`config.mk`:
```
export PLATFORM = sky130hd
export DESIGN_NAME = mlaccel_memory_burst_flat
export DESIGN_NICKNAME = d
export VERILOG_FILES = /design/src/rtl/mlaccel_memory_burst_if.sv /design/src/rtl/mlaccel_memory_burst.sv /design/src/flat_wrapper.sv
export SDC_FILE = /design/constraint.sdc
export NUM_CORES = 1
export LEC_CHECK = 0
export BUFFER_PORTS_ARGS = -buffer_cell sky130_fd_sc_hd__buf_2
export CAP_MARGIN = 20
export CORE_AREA = 10 10 135 124
export DETAILED_ROUTE_END_ITERATION = 8
export DIE_AREA = 0 0 145 134
export GPL_ROUTABILITY_DRIVEN = 1
export PLACE_DENSITY = 0.95
export SYNTH_ARGS = -nofsm -noshare
export SYNTH_HDL_FRONTEND = slang
export SYNTH_SLANG_ARGS = --single-unit
```
`constraint.sdc`:
```
create_clock -name clock -period 4.7 [get_ports clock]
set_input_delay 0.94 -clock clock [delete_from_list [all_inputs] [get_ports clock]]
set_output_delay 0.94 -clock clock [all_outputs]
set_load 0.01 [all_outputs]
```
`src/rtl/mlaccel_memory_burst_if.sv`:
```
// Client-side bundle of the burst sequencer: command, write beats, read return and status.
interface mlaccel_memory_burst_if;
  logic        cmd_valid;
  logic        cmd_ready;
  logic        cmd_write;
  logic [16:0] cmd_addr;
  logic [15:0] cmd_len;
  logic        wr_valid;
  logic        wr_ready;
  logic [31:0] wr_data;
  logic [3:0]  wr_strb;
  logic        rd_valid;
  logic        rd_ready;
  logic [31:0] rd_data;
  logic        busy;
  logic        done;

  modport master (
    output cmd_valid, cmd_write, cmd_addr, cmd_len, wr_valid, wr_data, wr_strb, rd_ready,
    input  cmd_ready, wr_ready, rd_valid, rd_data, busy, done
  );
  modport slave (
    input  cmd_valid, cmd_write, cmd_addr, cmd_len, wr_valid, wr_data, wr_strb, rd_ready,
    output cmd_ready, wr_ready, rd_valid, rd_data, busy, done
  );
endinterface

```
`src/rtl/mlaccel_memory_burst.sv`:
```
// Burst sequencer in front of mlaccel_memory: one command becomes a run of word accesses,
// read data returns through a credit-checked FIFO that covers the fixed memory latency.
module mlaccel_memory_burst #(
  parameter int RD_LATENCY = 2,
  parameter int FIFO_DEPTH = 4
) (
  input  logic                 clock,
  input  logic                 reset,
  mlaccel_memory_burst_if.slave bus,
  output logic [16:0]          mem_addr,
  output logic [3:0]           mem_wen,
  output logic [31:0]          mem_wdata,
  input  logic [31:0]          mem_rdata
);
  localparam int PW = $clog2(FIFO_DEPTH);
  localparam int CW = PW + 1;

  typedef enum logic [1:0] {IDLE, READ, WRITE, DRAIN} state_t;

  state_t                state;
  logic [16:0]           cur_addr;
  logic [15:0]           remaining;
  logic [RD_LATENCY-1:0] vld_pipe;
  logic [31:0]           fifo_mem [FIFO_DEPTH];
  logic [PW-1:0]         wr_ptr, rd_ptr;
  logic [CW-1:0]         fifo_cnt;
  logic                  done_q;

  logic [CW:0] inflight_n;
  logic        credit_ok, rd_issue, wr_fire, push, pop;
  logic [16:0] addr_next;

  // Credits count both stored words and words still in the memory pipe, so a push never overflows.
  always_comb begin
    inflight_n = '0;
    for (int i = 0; i < RD_LATENCY; i++)
      inflight_n = inflight_n + {{CW{1'b0}}, vld_pipe[i]};
    credit_ok = ({1'b0, fifo_cnt} + inflight_n) < (CW+1)'(FIFO_DEPTH);
    rd_issue  = (state == READ) && (remaining != '0) && credit_ok;
    wr_fire   = (state == WRITE) && bus.wr_valid && !reset;
    push      = vld_pipe[RD_LATENCY-1];
    pop       = (fifo_cnt != '0) && bus.rd_ready;
    addr_next = cur_addr + 17'd4;
  end

  assign mem_addr      = cur_addr;
  assign mem_wen       = wr_fire ? bus.wr_strb : 4'h0;
  assign mem_wdata     = bus.wr_data;
  assign bus.cmd_ready = (state == IDLE);
  assign bus.wr_ready  = (state == WRITE);
  assign bus.rd_valid  = (fifo_cnt != '0);
  assign bus.rd_data   = fifo_mem[rd_ptr];
  assign bus.busy      = (state != IDLE) || (vld_pipe != '0);
  assign bus.done      = done_q;

  always_ff @(posedge clock)
    if (push) fifo_mem[wr_ptr] <= mem_rdata;

  always_ff @(posedge clock) begin
    if (reset) begin
      state     <= IDLE;
      cur_addr  <= '0;
      remaining <= '0;
      vld_pipe  <= '0;
      wr_ptr    <= '0;
      rd_ptr    <= '0;
      fifo_cnt  <= '0;
      done_q    <= 1'b0;
    end else begin
      done_q   <= 1'b0;
      vld_pipe <= (vld_pipe << 1) | RD_LATENCY'(rd_issue);
      if (push) wr_ptr <= wr_ptr + PW'(1);
      if (pop)  rd_ptr <= rd_ptr + PW'(1);
      case ({push, pop})
        2'b10:   fifo_cnt <= fifo_cnt + CW'(1);
        2'b01:   fifo_cnt <= fifo_cnt - CW'(1);
        default: fifo_cnt <= fifo_cnt;
      endcase
      case (state)
        IDLE: if (bus.cmd_valid) begin
          cur_addr  <= bus.cmd_addr;
          remaining <= bus.cmd_len;
          if (bus.cmd_len == '0) done_q <= 1'b1;
          else state <= bus.cmd_write ? WRITE : READ;
        end
        WRITE: if (wr_fire) begin
          cur_addr  <= addr_next;
          remaining <= remaining - 16'd1;
          if (remaining == 16'd1) begin
            state  <= IDLE;
            done_q <= 1'b1;
          end
        end
        READ: if (rd_issue) begin
          cur_addr  <= addr_next;
          remaining <= remaining - 16'd1;
          if (remaining == 16'd1) state <= DRAIN;
        end
        DRAIN: if (vld_pipe == '0) begin
          state  <= IDLE;
          done_q <= 1'b1;
        end
        default: state <= IDLE;
      endcase
    end
  end
endmodule

```
`src/flat_wrapper.sv`:
```
// flat-port wrapper written by rule: the top's interface ports become plain ports
module mlaccel_memory_burst_flat 
#(
  parameter int RD_LATENCY = 2,
  parameter int FIFO_DEPTH = 4
)
  (clock, reset, mem_addr, mem_wen, mem_wdata, mem_rdata, bus_cmd_valid, bus_cmd_write, bus_cmd_addr, bus_cmd_len, bus_wr_valid, bus_wr_data, bus_wr_strb, bus_rd_ready, bus_cmd_ready, bus_wr_ready, bus_rd_valid, bus_rd_data, bus_busy, bus_done);
  mlaccel_memory_burst_if bus_i ();
  input  logic clock;
  input  logic reset;
  output logic [16:0] mem_addr;
  output logic [3:0] mem_wen;
  output logic [31:0] mem_wdata;
  input  logic [31:0] mem_rdata;
  input wire logic [$bits(bus_i.cmd_valid)-1:0] bus_cmd_valid;
  input wire logic [$bits(bus_i.cmd_write)-1:0] bus_cmd_write;
  input wire logic [$bits(bus_i.cmd_addr)-1:0] bus_cmd_addr;
  input wire logic [$bits(bus_i.cmd_len)-1:0] bus_cmd_len;
  input wire logic [$bits(bus_i.wr_valid)-1:0] bus_wr_valid;
  input wire logic [$bits(bus_i.wr_data)-1:0] bus_wr_data;
  input wire logic [$bits(bus_i.wr_strb)-1:0] bus_wr_strb;
  input wire logic [$bits(bus_i.rd_ready)-1:0] bus_rd_ready;
  output wire logic [$bits(bus_i.cmd_ready)-1:0] bus_cmd_ready;
  output wire logic [$bits(bus_i.wr_ready)-1:0] bus_wr_ready;
  output wire logic [$bits(bus_i.rd_valid)-1:0] bus_rd_valid;
  output wire logic [$bits(bus_i.rd_data)-1:0] bus_rd_data;
  output wire logic [$bits(bus_i.busy)-1:0] bus_busy;
  output wire logic [$bits(bus_i.done)-1:0] bus_done;
  assign bus_i.cmd_valid = bus_cmd_valid;
  assign bus_i.cmd_write = bus_cmd_write;
  assign bus_i.cmd_addr = bus_cmd_addr;
  assign bus_i.cmd_len = bus_cmd_len;
  assign bus_i.wr_valid = bus_wr_valid;
  assign bus_i.wr_data = bus_wr_data;
  assign bus_i.wr_strb = bus_wr_strb;
  assign bus_i.rd_ready = bus_rd_ready;
  assign bus_cmd_ready = bus_i.cmd_ready;
  assign bus_wr_ready = bus_i.wr_ready;
  assign bus_rd_valid = bus_i.rd_valid;
  assign bus_rd_data = bus_i.rd_data;
  assign bus_busy = bus_i.busy;
  assign bus_done = bus_i.done;
  mlaccel_memory_burst #(.RD_LATENCY(RD_LATENCY), .FIFO_DEPTH(FIFO_DEPTH)) u_core (.clock(clock), .reset(reset), .bus(bus_i), .mem_addr(mem_addr), .mem_wen(mem_wen), .mem_wdata(mem_wdata), .mem_rdata(mem_rdata));
endmodule
```
== Word-level counts from Yosys, hierarchy flattened ==
Memories as Yosys holds them, arrays and structs flattened. A register that Yosys moved wholly into a read port is not among the register bits.
Cells that the tools add are included.

* Add/sub/neg operators: 8
* Order comparisons: 1
* Equality and inequality tests: 13
* Multiplexer cells: 29
* Bitwise logic cells: 1
* Reductions and logical operators: 18

{| class="wikitable"
|+ Operators with widths
! kind !! count
|-
| $mux W17 || 3
|-
| $pmux W17 S3 || 1
|-
| $mux W16 || 3
|-
| $pmux W16 S3 || 1
|-
| $mux W2 || 10
|-
| $add A17 B3 Y17 const B || 1
|-
| $eq A16 B1 Y1 const B || 1
|-
| $logic_not A16 Y1 || 1
|-
| $reduce_bool A16 Y1 || 1
|-
| $sub A16 B1 Y16 const B || 1
|-
| $ne A2 B1 Y1 const B || 4
|-
| $pmux W2 S4 || 1
|-
| $mux W1 || 7
|-
| $reduce_and A7 Y1 || 1
|-
| $eq A2 B2 Y1 const B || 3
|-
| $ne A2 B2 Y1 const B || 3
|-
| $pmux W3 S2 || 1
|-
| $reduce_bool A2 Y1 || 3
|-
| $reduce_bool A3 Y1 || 2
|-
| $logic_and A1 B1 Y1 || 5
|-
| $add A2 B1 Y2 const B || 2
|-
| $add A3 B4 Y4 || 1
|-
| $eq A2 B1 Y1 const B || 2
|-
| $logic_not A2 Y1 || 2
|-
| 10 further kinds || 10
|}

* Bits in registers: 45
* Bits in writable memories: 128
* Bits of input ports: 107
* Output and inout bits: 90
* Logic and storage cells: 79
* Memories kept: 1

{| class="wikitable"
|+ Memory list
! name !! words !! width !! rd ports !! clocked after memory_dff !! wr ports !! RTL line !! text
|-
| u_core.fifo_mem || 4 || 32 || 1 || 1 || 1 || mlaccel_memory_burst.sv:24 || <nowiki>logic [31:0] fifo_mem [FIFO_DEPTH];</nowiki>
|}

== Logic depth before layout (Yosys ltp) ==
* Word-level depth: 6
* Gate-level depth with buffers: 9
* Gate-level depth less buffers: 8

== Worst setup path before layout ==
No wires, ideal clock.

* Path type: input -> output
* From: input port reset
* To: output port mem_wen[0]
* Data arrival time: 1.670 ns
* Required time: 3.760 ns
* Path slack: 2.090 ns
* Stages on the path: 4
* Path buffers: 1
* Path through: clkbuf_1 > inv_1 > and3_1 > and2_1

* Cells in the longest elaborated chain, start to end: 3

{| class="wikitable"
|+ RTL lines
! what !! RTL line !! text
|-
| start: declaration || flat_wrapper.sv:10 || <nowiki>input logic reset;</nowiki>
|-
| $logic_not A1 Y1 || mlaccel_memory_burst.sv:40 || <nowiki>wr_fire = (state == WRITE) && bus.wr_valid && !reset;</nowiki>
|-
| $logic_and A1 B1 Y1 || mlaccel_memory_burst.sv:40 ||
|-
| $mux W4 || mlaccel_memory_burst.sv:47 || <nowiki>assign mem_wen = wr_fire ? bus.wr_strb : 4'h0;</nowiki>
|-
| end: declaration || flat_wrapper.sv:12 || <nowiki>output logic [3:0] mem_wen;</nowiki>
|}

Every way passes these cells.

== Worst setup path in the final report ==
* From: input port reset
* To: output port mem_wen[1]

The elaborated chain is that of the path after synthesis.

==> out/metrics.csv <==
stage,metric,value,unit
outcome,status,finished clean,
power_and_ir_drop,seqPwrFrac,39.1,%
power_and_ir_drop,powerDensity,572.1,nW/um2
critical_path,critPathLaunchType,input pin,
floorplanning,start_util,55.95,%
timing,hold_violations,0,
synth,async_flop_share,0,%
clock_network,cts_buffers,17,
critical_path,endpoint_kind,output port,
clock_network,cts_sinks,175,
floorplanning,std_cell_rows,41,
clock_network,clock_latency,0.43,ns
finish,fin_area,8952,um2
clock_network,clock-root-buffer,clkbuf_16,
clock_network,cts_hold_buf,0,
finish,syn_to_final_growth,15.09,%
synth,syn-instance-count,581,
place,placed_cell_area,8369,um2
clock_network,h-tree-depth,4,
synth,yosys_warnings,0,
detailed_routing,avgViaCountPerCell,5.947,
timing,min_period,3.376,ns
critical_path,cp.required,3.76,ns
detailed_routing,drt_iter0_markers,566,
detailed_routing,wl_per_cell,20.40,um
timing,clock_skew,0.01458,ns
global_route,grt_max_degree,49,
floorplanning,die-height,134,um
job,drv_cap,0,
timing,worstMarginPinSlew,0.9948,ns
hold_path,worstHoldStart,u_core.vld_pipe[0]$_SDFF_PP0_,
power_and_ir_drop,switching_share,35.55,%
power_and_ir_drop,combPwrFrac,33.6,%
timing,period_share,71.83,%
place,dp.cells,853,
power_and_ir_drop,p_leak,3.238,nW
global_route,overflow,0,
power_and_ir_drop,power_switching,1.821,mW
floorplanning,core_area,13900,um2
critical_path,worstSetupStartpoint,reset,
critical_path,cp_slowest_cell,buf_2,
timing,final-setup-viol-count,0,
synth,synth.top_cell.area_share,49.41,%
clock_network,clockBufferDepth,2,
critical_path,slowest_delay,0.65,ns
clock_network,ctsResizeCount,0,
finish,fin_util,64.40,%
global_route,track_usage,18.37,%
synth,synth_seq_cells,175,
critical_path,crit_path_max_fanout,45,
finish,nFillCells,987,
place,hpwlAfterDp,11680,um
critical_path,crit_path_frequent_cell,buf_2,
synth,synth_cell_types,54,
critical_path,crit_arrival,2.44,ns
synth,synth_area,7779,um2
timing,finalMaxSlewViolations,0,
global_route,grt_pass1_wl,28590,um
finish,final_cells,885,
finish,layout.nets,803,
synth,yosysSeqAreaShare,61.51,%
timing,setup_tns,0,ns
global_route,grt_pass1_vias,5320,
timing,rsz0062_at_grt,false,
critical_path,crit_chain,"buf_2, inv_1, and3_1, and2_1, buf_2",
synth,synth_largest_area_cell,edfxtp_1,
detailed_routing,finalWirelength,18050,um
timing,max_freq,296.2,MHz
floorplanning,dieWidth,145,um
place,port_buffers,132,
power_and_ir_drop,finalPower,5.122,mW
timing,slew-limit-headroom,33.48,%
synth,synth_ff_type,edfxtp_1,
clock_network,clkTransAtPathRegs,0.06,ns
synth,synth_nets,705,
detailed_routing,drc_errors,0,
critical_path,reg2reg_from,u_core.vld_pipe[1]$_SDFF_PP0_,
power_and_ir_drop,power_frac_clock,27.3,%
detailed_routing,ant_nets,0,
synth,synthTopCellsByCount,"edfxtp_1 (128), dfxtp_1 (47), a21oi_1 (43), o21ai_0 (42), nor2_1 (37)",
clock_network,cts_tree,built,
synth,synthTopCellsByArea,"edfxtp_1 (49%), dfxtp_1 (12%), mux4_2 (9.3%), buf_4 (3.1%), a21oi_1 (2.8%)",
detailed_routing,num_vias,5263,
global_route,grt_antenna_before_repair,0,
floorplanning,die_area,19430,um2
power_and_ir_drop,p_int,3.301,mW
clock_network,postCtsSetupBuffers,0,
synth,synth_edf_count,128,
finish,diodes,0,
floorplanning,pin_count,197,
detailed_routing,dr.pass1.iters,5,
hold_path,hold_path_class,reg -> reg,
critical_path,crit_type,in -> out,
place,gp_congestion,0.8199,
power_and_ir_drop,vdd_ir_drop_max,0.4703,mV
finish,drive_above_1_share,31.21,%
synth,avgSynthCellArea,13.39,um2
synth,synth.most_common_cell,edfxtp_1,
-- worst paths after layout --
path                            slack (ns)                              end  cells past startpoint
worst max-delay path                  1.32                       mem_wen[1]                      5
worst min-delay path                  0.46    u_core.vld_pipe[1]$_SDFF_PP0_                      2
worst max register to register        1.55  u_core.mem_addr[9]$_SDFFE_PP0P_                      8
worst min register to register        0.46    u_core.vld_pipe[1]$_SDFF_PP0_                      2
-- worst max-delay path: cells and delay by family --
family                 cells  cell delay, ns
AND/OR/NAND/NOR            2            0.46
buffers and inverters      3            1.02
-- logic make-up after synthesis --
group / Yosys count / synth area share [%]
flip-flops: 175 / 61.51
AND/OR/NAND/NOR: 149 / 10.09
AO/OA/AOI/OAI: 116 / 9.201
buffers and inverters: 82 / 5.855
multiplexers: 37 / 9.957
adder cells (fa/ha/maj): 17 / 2.831
XOR/XNOR: 5 / 0.5631
-- metal layers --
metal,vias to the layer above,GRT usage [%],wire length [um]
li1,2373,-,-
met1,2539,21.94,7303
met5,-,0,0
met3,48,6.456,1639
met4,0,6.973,335
met2,303,30.07,8773
-- through the flow --
| step | hold WS, ns | setup slack, ns |
|---|---|---|
| 2_1_floorplan | 0.4343 | 2.090 |
| 3_3_place_gp | 0.4430 | 1.315 |
| 3_5_place_dp | 0.4563 | 1.177 |
| 4_1_cts | 0.4626 | 1.278 |
| 5_1_grt | 0.4812 | 1.162 |
| 6_report | 0.4621 | 1.324 |
-- power groups by stage --
stage	sequential, mW	clock [mW]	combinational (mW)
after floorplan	1.99	0	1.33
after global placement	2.02	0	1.64
after detailed placement	2.03	0	1.69
after CTS	2.00	1.42	1.70
after global routing	2.03	1.48	1.91
final	2.00	1.40	1.72
-- cell type report --
cell class,count,area [um2],area share [%]
clock buffer,19,432.9,4.836
clock inverter,13,150.1,1.677
inverter,20,75.07,0.8386
multi-input combinational,324,2539,28.36
sequential,175,4786,53.46
tap,193,241.5,2.697
timing repair buffer,141,728.2,8.134
-- state kept, by name (all words and copies together) (netlist names), named ones only --
signal / flops
u_core.bus.done: 1
u_core.fifo_cnt: 3
u_core.fifo_mem: 128
u_core.mem_addr: 17
u_core.rd_ptr: 2
u_core.remaining: 16
u_core.state: 2
u_core.vld_pipe: 2
u_core.wr_ptr: 2
-- cells in the final DEF, fill, tap and decap left out, drive strengths merged, types with 5 or more instances in the layout --
master  count
clkbuf     19
inv        27
nor2b      11
a21oi      43
nand3       8
a211oi      6
o21ai      42
nor2       37
dfxtp      47
ha         16
nand2      30
or4         5
nor3       10
buf       141
mux4       32
edfxtp    128
and2       13
nor4       11
Note: power is estimated with default switching activity, not from simulation.
